## config.mk

```make
export PLATFORM = sky130hd
export DESIGN_NAME = gpu_cmd_sequencer
export DESIGN_NICKNAME = d
export VERILOG_FILES = /design/src/rtl/gpu_cmd_sequencer.sv
export SDC_FILE = /design/constraint.sdc
export NUM_CORES = 1
export LEC_CHECK = 0
export CORE_ASPECT_RATIO = 1.5
export CORE_MARGIN = 2
export CORE_UTILIZATION = 44
export DETAILED_ROUTE_END_ITERATION = 8
export DONT_BUFFER_PORTS = 1
export GPL_TIMING_DRIVEN = 0
export PLACE_DENSITY = 0.66
export REMOVE_ABC_BUFFERS = 1
export SETUP_SLACK_MARGIN = 0.4
export SYNTH_ARGS = -nofsm -noshare
export SYNTH_HDL_FRONTEND = slang
export SYNTH_SLANG_ARGS = --single-unit
```

## constraint.sdc

```tcl
create_clock -name clk -period 2 [get_ports clk]
set_clock_uncertainty 0.05 [all_clocks]
set_input_delay 0.3 -clock clk [delete_from_list [all_inputs] [get_ports clk]]
set_output_delay 0.3 -clock clk [all_outputs]
set_load 0.02 [all_outputs]
```

## src/rtl/gpu_cmd_sequencer.sv

```systemverilog
// Snapshots gamecentre outputs once per frame and emits an ordered draw-command list over valid/ready.
// Optional GPU_SCORE_EN adds a 16-bit score register and a SCORE command ahead of END.
module gpu_cmd_sequencer #(
  parameter int SCREEN_W = 240,
  parameter int GROUND_Y = 100,
  parameter int DINO_X   = 16,
  parameter int DINO_W   = 16,
  parameter int DINO_H   = 16,
  parameter int OBS_W    = 16,
  parameter int OBS_H    = 26
) (
  input  logic       clk,
  input  logic       rst,
  input  logic       frame_tick,
  input  logic       gpu_en,
  input  logic [6:0] dino_y,
  input  logic [8:0] obstacle_x,
  input  logic [1:0] state,
  output logic       cmd_valid,
  input  logic       cmd_ready,
  output logic [2:0] cmd_op,
  output logic [8:0] cmd_x,
  output logic [7:0] cmd_y,
  output logic [8:0] cmd_w,
  output logic [5:0] cmd_h,
  output logic       frame_busy,
  output logic [7:0] drop_cnt
);

  localparam logic [2:0] OP_CLEAR  = 3'd0;
  localparam logic [2:0] OP_GROUND = 3'd1;
  localparam logic [2:0] OP_DINO   = 3'd2;
  localparam logic [2:0] OP_OBST   = 3'd3;
  localparam logic [2:0] OP_PROMPT = 3'd4;
`ifdef GPU_SCORE_EN
  localparam logic [2:0] OP_SCORE  = 3'd5;
`endif
  localparam logic [2:0] OP_END    = 3'd7;

  typedef enum logic [1:0] {IDLE = 2'd0, EMIT = 2'd1, WAIT_ACK = 2'd2} fsm_t;
  fsm_t st_q, st_d;

  logic [6:0] snap_y;
  logic [8:0] snap_x;
  logic [1:0] snap_st;
  logic [2:0] op_q, idx_q, nxt_op, fld_op, after_prompt;
  logic [8:0] x_q, f_x, w_q, f_w;
  logic [7:0] y_q, f_y;
  logic [5:0] h_q, f_h;
  logic [9:0] obs_rem;
  logic       obs_vis, start, xfer;
`ifdef GPU_SCORE_EN
  logic [15:0] score_q;
`endif

  assign start   = (st_q == IDLE) && frame_tick && gpu_en;
  assign xfer    = (st_q == WAIT_ACK) && cmd_ready;
  assign obs_rem = 10'(SCREEN_W) - {1'b0, snap_x};
  assign obs_vis = {1'b0, snap_x} < 10'(SCREEN_W);

  always_ff @(posedge clk or negedge rst) begin
    if (!rst) st_q <= IDLE;
    else      st_q <= st_d;
  end

  always_comb begin
    st_d = st_q;
    case (st_q)
      IDLE:     if (start) st_d = WAIT_ACK;
      EMIT:     st_d = WAIT_ACK;
      WAIT_ACK: if (cmd_ready) st_d = (op_q == OP_END) ? IDLE : EMIT;
      default:  st_d = IDLE;
    endcase
  end

`ifdef GPU_SCORE_EN
  assign after_prompt = OP_SCORE;
`else
  assign after_prompt = OP_END;
`endif

  // Skip logic: pick the next command from the one just transferred and the snapshot.
  always_comb begin
    nxt_op = OP_END;
    case (op_q)
      OP_CLEAR:  nxt_op = OP_GROUND;
      OP_GROUND: nxt_op = OP_DINO;
      OP_DINO:   nxt_op = obs_vis ? OP_OBST : ((snap_st == 2'd0) ? OP_PROMPT : after_prompt);
      OP_OBST:   nxt_op = (snap_st == 2'd0) ? OP_PROMPT : after_prompt;
      OP_PROMPT: nxt_op = after_prompt;
      default:   nxt_op = OP_END;
    endcase
  end

  // CLEAR needs no snapshot data, so it can be built in the same cycle the snapshot is taken.
  assign fld_op = start ? OP_CLEAR : idx_q;

  always_comb begin
    f_x = '0;
    f_y = '0;
    f_w = '0;
    f_h = '0;
    case (fld_op)
      OP_CLEAR:  f_w = 9'(SCREEN_W);
      OP_GROUND: begin
        f_y = 8'(GROUND_Y);
        f_w = 9'(SCREEN_W);
        f_h = 6'd1;
      end
      OP_DINO: begin
        f_x = 9'(DINO_X);
        f_y = 8'(10'(GROUND_Y) - 10'(DINO_H) - {3'b0, snap_y});
        f_w = 9'(DINO_W);
        f_h = 6'(DINO_H);
      end
      OP_OBST: begin
        f_x = snap_x;
        f_y = 8'(10'(GROUND_Y) - 10'(OBS_H));
        f_w = (obs_rem < 10'(OBS_W)) ? 9'(obs_rem) : 9'(OBS_W);
        f_h = 6'(OBS_H);
      end
      OP_PROMPT: begin
        f_x = 9'(SCREEN_W / 2);
        f_y = 8'(GROUND_Y / 2);
      end
`ifdef GPU_SCORE_EN
      OP_SCORE: begin
        f_x = score_q[8:0];
        f_w = {1'b0, score_q[15:8]};
      end
`endif
      default: ;
    endcase
  end

  always_ff @(posedge clk or negedge rst) begin
    if (!rst) begin
      snap_y  <= '0;
      snap_x  <= '0;
      snap_st <= '0;
      op_q    <= OP_CLEAR;
      idx_q   <= OP_CLEAR;
      x_q     <= '0;
      y_q     <= '0;
      w_q     <= '0;
      h_q     <= '0;
    end else begin
      if (start) begin
        snap_y  <= dino_y;
        snap_x  <= obstacle_x;
        snap_st <= state;
      end
      if (start || st_q == EMIT) begin
        op_q <= fld_op;
        x_q  <= f_x;
        y_q  <= f_y;
        w_q  <= f_w;
        h_q  <= f_h;
      end
      if (xfer) idx_q <= nxt_op;
    end
  end

`ifdef GPU_SCORE_EN
  always_ff @(posedge clk or negedge rst) begin
    if (!rst) score_q <= '0;
    else if (start) begin
      if (state == 2'd0)                        score_q <= '0;
      else if (state == 2'd1 || state == 2'd2) score_q <= score_q + 16'd1;
    end
  end
`endif

  always_ff @(posedge clk or negedge rst) begin
    if (!rst) drop_cnt <= '0;
    else if (frame_tick && st_q != IDLE && drop_cnt != 8'hFF) drop_cnt <= drop_cnt + 8'd1;
  end

  always_comb begin
    cmd_valid  = (st_q == WAIT_ACK);
    frame_busy = (st_q != IDLE);
    cmd_op     = cmd_valid ? op_q : 3'd0;
    cmd_x      = cmd_valid ? x_q  : 9'd0;
    cmd_y      = cmd_valid ? y_q  : 8'd0;
    cmd_w      = cmd_valid ? w_q  : 9'd0;
    cmd_h      = cmd_valid ? h_q  : 6'd0;
  end

endmodule

```

Word level (Yosys, flattened, before mapping)
Cells that the tools add are included.

storage, ports and cells
  input bits = 23
  bits in read-only memories = 0
  word-level logic and storage cells = 60
  bits in latches = 0
  bits in writable memories = 0
  register bits = 66
  memories = 0

operators by class
  bitwise logic cells = 0
  $mul = 0
  equal/unequal tests = 13
  muxes and demuxes = 18
  magnitude comparators = 2
  add/subtract/negate cells = 3
  reduce and logical (&&, ||, !) cells = 13
  divide/modulo/power cells = 0
  shift operators = 0

operators with widths
  kind                                                          count
  case mux 9 bit (3 select lines)                               2
  case mux 8 bit (4 select lines)                               1
  2-to-1 mux 9 bit                                              3
  case mux 5 bit (3 select lines)                               1
  equality test 3 x 2 -> 1 bit (second input constant)          4
  case mux 3 bit (4 select lines)                               1
  less-than comparator 10 x 5 -> 1 bit (second input constant)  1
  subtractor 8 x 9 -> 10 bit (first input constant)             1
  less-than comparator 9 x 8 -> 1 bit (second input constant)   1
  2-to-1 mux 3 bit                                              3
  adder 8 x 1 -> 8 bit (second input constant)                  1
  2-to-1 mux 8 bit                                              1
  inequality test 8 bit (second input constant)                 1
  subtractor 7 x 7 -> 8 bit (first input constant)              1
  equality test 3 x 1 -> 1 bit (second input constant)          2
  equality test 3 bit (second input constant)                   2
  logical NOT 3 bit                                             2
  2-to-1 mux 2 bit                                              3
  2-to-1 mux 6 bit                                              1
  case mux 2 bit (3 select lines)                               1
  logical AND 1 bit                                             5
  logical NOT 2 bit                                             2
  equality test 2 x 1 -> 1 bit (second input constant)          1
  equality test 2 bit (second input constant)                   1
  7 further kinds                                               7

Longest topological paths before layout
  depth in word-level cells = 7
  mapped depth = 7
  gate-level depth less buffers = 7

Worst setup path before layout
OpenSTA, ideal clock, no wires.

  path kind = flip-flop to output port
  from = reg st_q[1]
  to = out cmd_h[3]
  cell stages (with the launch flop) = 6
  arrival = 1595 ps
  setup slack = 55 ps
  required time = 1650 ps
  cell sequence = dfrtp_1 > inv_1 > nor2_1 > clkbuf_1 > and2_1 > buf_4

on the way
  cells in the longest elaborated chain, start to end = 2

RTL lines
  what                      RTL line  text
  start: declaration        41        fsm_t st_q, st_d;
  start signal: assignment  63        else st_q <= st_d;
  equality test 2 bit       180       cmd_valid = (st_q == WAIT_ACK);
  named net cmd_valid       19        output logic cmd_valid,
  2-to-1 mux 6 bit          186       cmd_h = cmd_valid ? h_q : 6'd0;
  end: declaration          25        output logic [5:0] cmd_h,

The timed path passes the listed nets, and every way through them passes these cells.

Worst setup path in the final report
  from = reg snap_x[0]
  to = reg w_q[1]

on the way
  cells in the longest elaborated chain, start to end = 4

RTL lines
  what                                  RTL line  text
  start: declaration                    44        logic [8:0] snap_x;
  start signal: assignment              150       snap_x <= obstacle_x;
  subtractor 8 x 9 -> 10 bit *          58        assign obs_rem = 10'(SCREEN_W) - {1'b0, snap_x};
  less-than comparator 10 x 5 -> 1 bit  119       f_w = (obs_rem < 10'(OBS_W)) ? 9'(obs_rem) : 9'(OBS_W);
  2-to-1 mux 9 bit *                    119
  case mux 9 bit (3 select lines) *     103       case (fld_op)
  end signal: assignment                157       w_q <= f_w;
  end: declaration                      47        logic [8:0] x_q, f_x, w_q, f_w;

Mark *: on every way between the ends. The rest lies on a longest branch, timed or not.
A chain may end at the register's enable or synchronous reset.

==> results.sh <==
export IMPL_status="complete, but fails checks"
export IMPL_violations="negative hold slack"
export IMPL_async_reset_ff_share_pct=100.0
export IMPL_synthFlopType="dfrtp_1"
export IMPL_drt_drc_violations_left=0
export IMPL_synth_area_leaders="dfrtp_1 53%, and2_1 7.2%, mux2_2 5.0%"
export IMPL_worst_ep_required_time_ns=2.23
export IMPL_initial_utilization_pct=45.58
export IMPL_worst_slack_ns=0.08524
export IMPL_cellPowerDensity_mw_per_mm2=1667
export IMPL_synth_seq_cells=63
export IMPL_ant_nets=0
export IMPL_die_w_um=70.93
export IMPL_drt_pre_antenna_iters=5
export IMPL_max_vdd_ir_drop_v=0.0009263
export IMPL_crit_path_end_kind="flip-flop"
export IMPL_hpwl_um=4374
export IMPL_cp_slowest_cell="dfrtp_1"
export IMPL_placed_area_sq_mm=0.003023
export IMPL_seq_area_sq_mm=0.001585
export IMPL_ios=68
export IMPL_synth_edf_count=0
export IMPL_grt_pass1_vias=2177
export IMPL_max_stage_delay_ns=0.39
export IMPL_ctsHoldBuffers=1
export IMPL_gp_congestion=0.7659
export IMPL_chipHeight_um=104.4
export IMPL_wire_per_inst_um=19.14
export IMPL_cts_buffers=9
export IMPL_clk_pin_slew_ns=0.07
export IMPL_worstSetupStartpointType="flip-flop"
export IMPL_rsz0062_at_grt="true"
export IMPL_crit_type="reg2reg"
export IMPL_grt_max_degree=64
export IMPL_multi_input_area_sq_mm=0.001588
export IMPL_antenna_found_initial=0
export IMPL_synth_top_area_share_pct=53.32
export IMPL_period_needed_ns=1.915
export IMPL_place_ws_ns=-0.1070
export IMPL_via_per_inst=5.600
export IMPL_antennaDiodeCount=0
export IMPL_first_iter_violations=146
export IMPL_finalWirelength_um=7654
export IMPL_whs_ns=-0.4051
export IMPL_ys_warn_count=0
export IMPL_avgSynthCellArea_sq_um=10.75
export IMPL_cts_buffer_depth=2
export IMPL_critPathMaxFanout=4
export IMPL_fillCellCount=527
export IMPL_crit_arrival_ns=2.15
export IMPL_syn_to_final_growth_pct=35.76
export IMPL_grt_overflow_total=0
export IMPL_synth_seq_area_share_pct=53.32
export IMPL_cts_root_buf="clkbuf_8"
export IMPL_crit_chain="inv_2 > ha_4 > nor3b_4 > or3b_1 > a211o_1 > nor3_4 > a22o_1"
export IMPL_portBuffers=0
export IMPL_dieArea_sq_mm=0.007405
export IMPL_total_power_mw=6.691
export IMPL_vias=2240
export IMPL_layout_nets=345
export IMPL_drv_cap=0
export IMPL_period_share_pct=95.74
export IMPL_worst_skew_pair_late_latency_ns=0.34
export IMPL_grt_usage_pct=18.56
export IMPL_final_util_pct=61.88
export IMPL_htreeDepth=3
export IMPL_fp_coreArea_sq_mm=0.006486
export IMPL_fmax_mhz=522.3
export IMPL_stdcell_area_sq_mm=0.004014
export IMPL_final_max_slew_viol_count=0
export IMPL_cts_sink_count=63
export IMPL_std_cell_rows=36
export IMPL_worstHoldPathType="in2async"
export IMPL_netlist_area_sq_mm=0.002957
export IMPL_layout_drive_gt1_share_pct=45.37
export IMPL_yosys_area_top_type="dfrtp_1"
export IMPL_netlist_instances=275
export IMPL_ys_types=42
export IMPL_cts_tree="yes"
export IMPL_setup_violations=0
export IMPL_finalHoldViolCount=63
export IMPL_grt_pass1_wl_um=10630
export IMPL_p_leak_nw=1.843
-- cell usage after synthesis (2+ instances only) --
cell and instances:
dfrtp_1 63, and2_1 34, nand2_1 22, nor2_1 16
mux2_2 13, o21ai_0 13, a22o_1 12, xnor2_1 10
clkbuf_1 8, inv_1 8, a21oi_1 6, nor3_1 5
o21a_1 5, o21ai_1 5, a32o_1 4, nor2b_1 4
a21o_1 3, buf_2 3, buf_4 3, ha_1 3
nand4_1 3, xor2_1 3, a211o_1 2, a31oi_1 2
and3_1 2, and4_1 2, mux2_1 2, nand2b_1 2
o31ai_1 2, or2_1 2, or2_2 2
-- where the power goes --
| part | switching [mW] | total, mW | internal, mW |
|---|---|---|---|
| Combinational | 1.36 | 3.04 | 1.68 |
| Clock | 0.484 | 1.25 | 0.769 |
| Sequential | 0.621 | 2.40 | 1.78 |
| Total | 2.46 | 6.69 | 4.23 |
-- sequential cells by signal (all words and copies together), names as in the netlist --
signal	cells
y_q	8
drop_cnt	8
idx_q	3
snap_y	7
op_q	3
w_q	9
x_q	9
h_q	3
snap_x	9
snap_st	2
st_q	2
-- metal layers --
metal | part of all wire (%) | vias to the layer above | global-route usage [%] | wire length, um
met4 | 2.2 | 0 | 7.682 | 165
li1 | - | 1044 | - | -
met5 | 0 | - | 0 | 0
met2 | 55 | 69 | 30.57 | 4187
met3 | 5.9 | 14 | 5.717 | 451
met1 | 37 | 1113 | 22.26 | 2850
-- worst max-delay path: cells and delay by family, from the launching register on --
family	cells	cell delay, ns
and+or+nand+nor	3	0.71
AOI/OAI and AO/OA	2	0.48
adders and majority gates	1	0.15
DFF	1	0.39
buffers and inverters	1	0.07
-- final cells by class --
class                   count  area share, %
multi-input cells         192          39.56
flip-flops and latches     63          39.49
repair buffers             45          12.19
clock buffers              13          3.959
well taps                  76          2.369
clock inverters             3          1.621
inverters                   8         0.8105
-- cell usage in the layout, fill, tap and decap left out, drive strengths merged, types with 2 or more instances in the layout --
master   n
dfrtp   63
buf     42
and2    34
nand2   22
o21ai   18
nor2    16
mux2    15
clkbuf  15
a22o    12
xnor2   10
inv      8
a21oi    6
nor3     6
o21a     5
or2      5
a32o     4
nor2b    4
nand4    3
a21o     3
xor2     3
ha       3
a211o    2
a31oi    2
o31ai    2
nand2b   2
conb     2
bufinv   2
and4     2
and3     2
-- kinds of logic (layout without fill, tap and decap cells) --
group,count (synthesis),count (layout),synth area share (%)
AND/OR/NAND/NOR,100,101,18.37
flip-flops,63,63,53.32
AO/OA/AOI/OAI,58,58,14.05
buffers and inverters,22,69,3.301
multiplexers,15,15,5.713
XOR/XNOR,13,13,3.851
adder cells (fa/ha/maj),3,3,1.270
other,1,2,0.1268
-- final timing paths --
check,start,to,slack (ns),depth (start not counted)
worst max-delay path,snap_x[0],w_q[1],0.09,7
worst max register to register,snap_x[0],w_q[1],0.09,7
worst min-delay path,rst,drop_cnt[0],-0.41,0
min in group clk,obstacle_x[1],snap_x[1],0.03,2
max in group asynchronous,rst,snap_x[3],2.19,0
worst min register to register,h_q[0],h_q[0],0.44,1
-- metrics by stage --
| step | TNS [ns] | hold WS (ns) | instances |
|---|---|---|---|
| 2_1_floorplan | -9.391 | -0.04559 | 262 |
| 3_3_place_gp | -48.84 | -0.04398 | 338 |
| 3_5_place_dp | -1.226 | -0.04394 | 340 |
| 4_1_cts | 0 | -0.4131 | 374 |
| 5_1_grt | 0 | -0.4184 | 400 |
| 6_report | 0 | -0.4051 | 400 |
-- repair_timing --
item                       4_1_cts  5_1_grt
setup endpoints to repair       94       76
hold endpoints to repair        64       63
resized for setup               85       63
gates cloned                     1        4
setup buffers                   16       22
pin swaps                       14       18
Note: power is estimated with default switching activity, not from simulation.
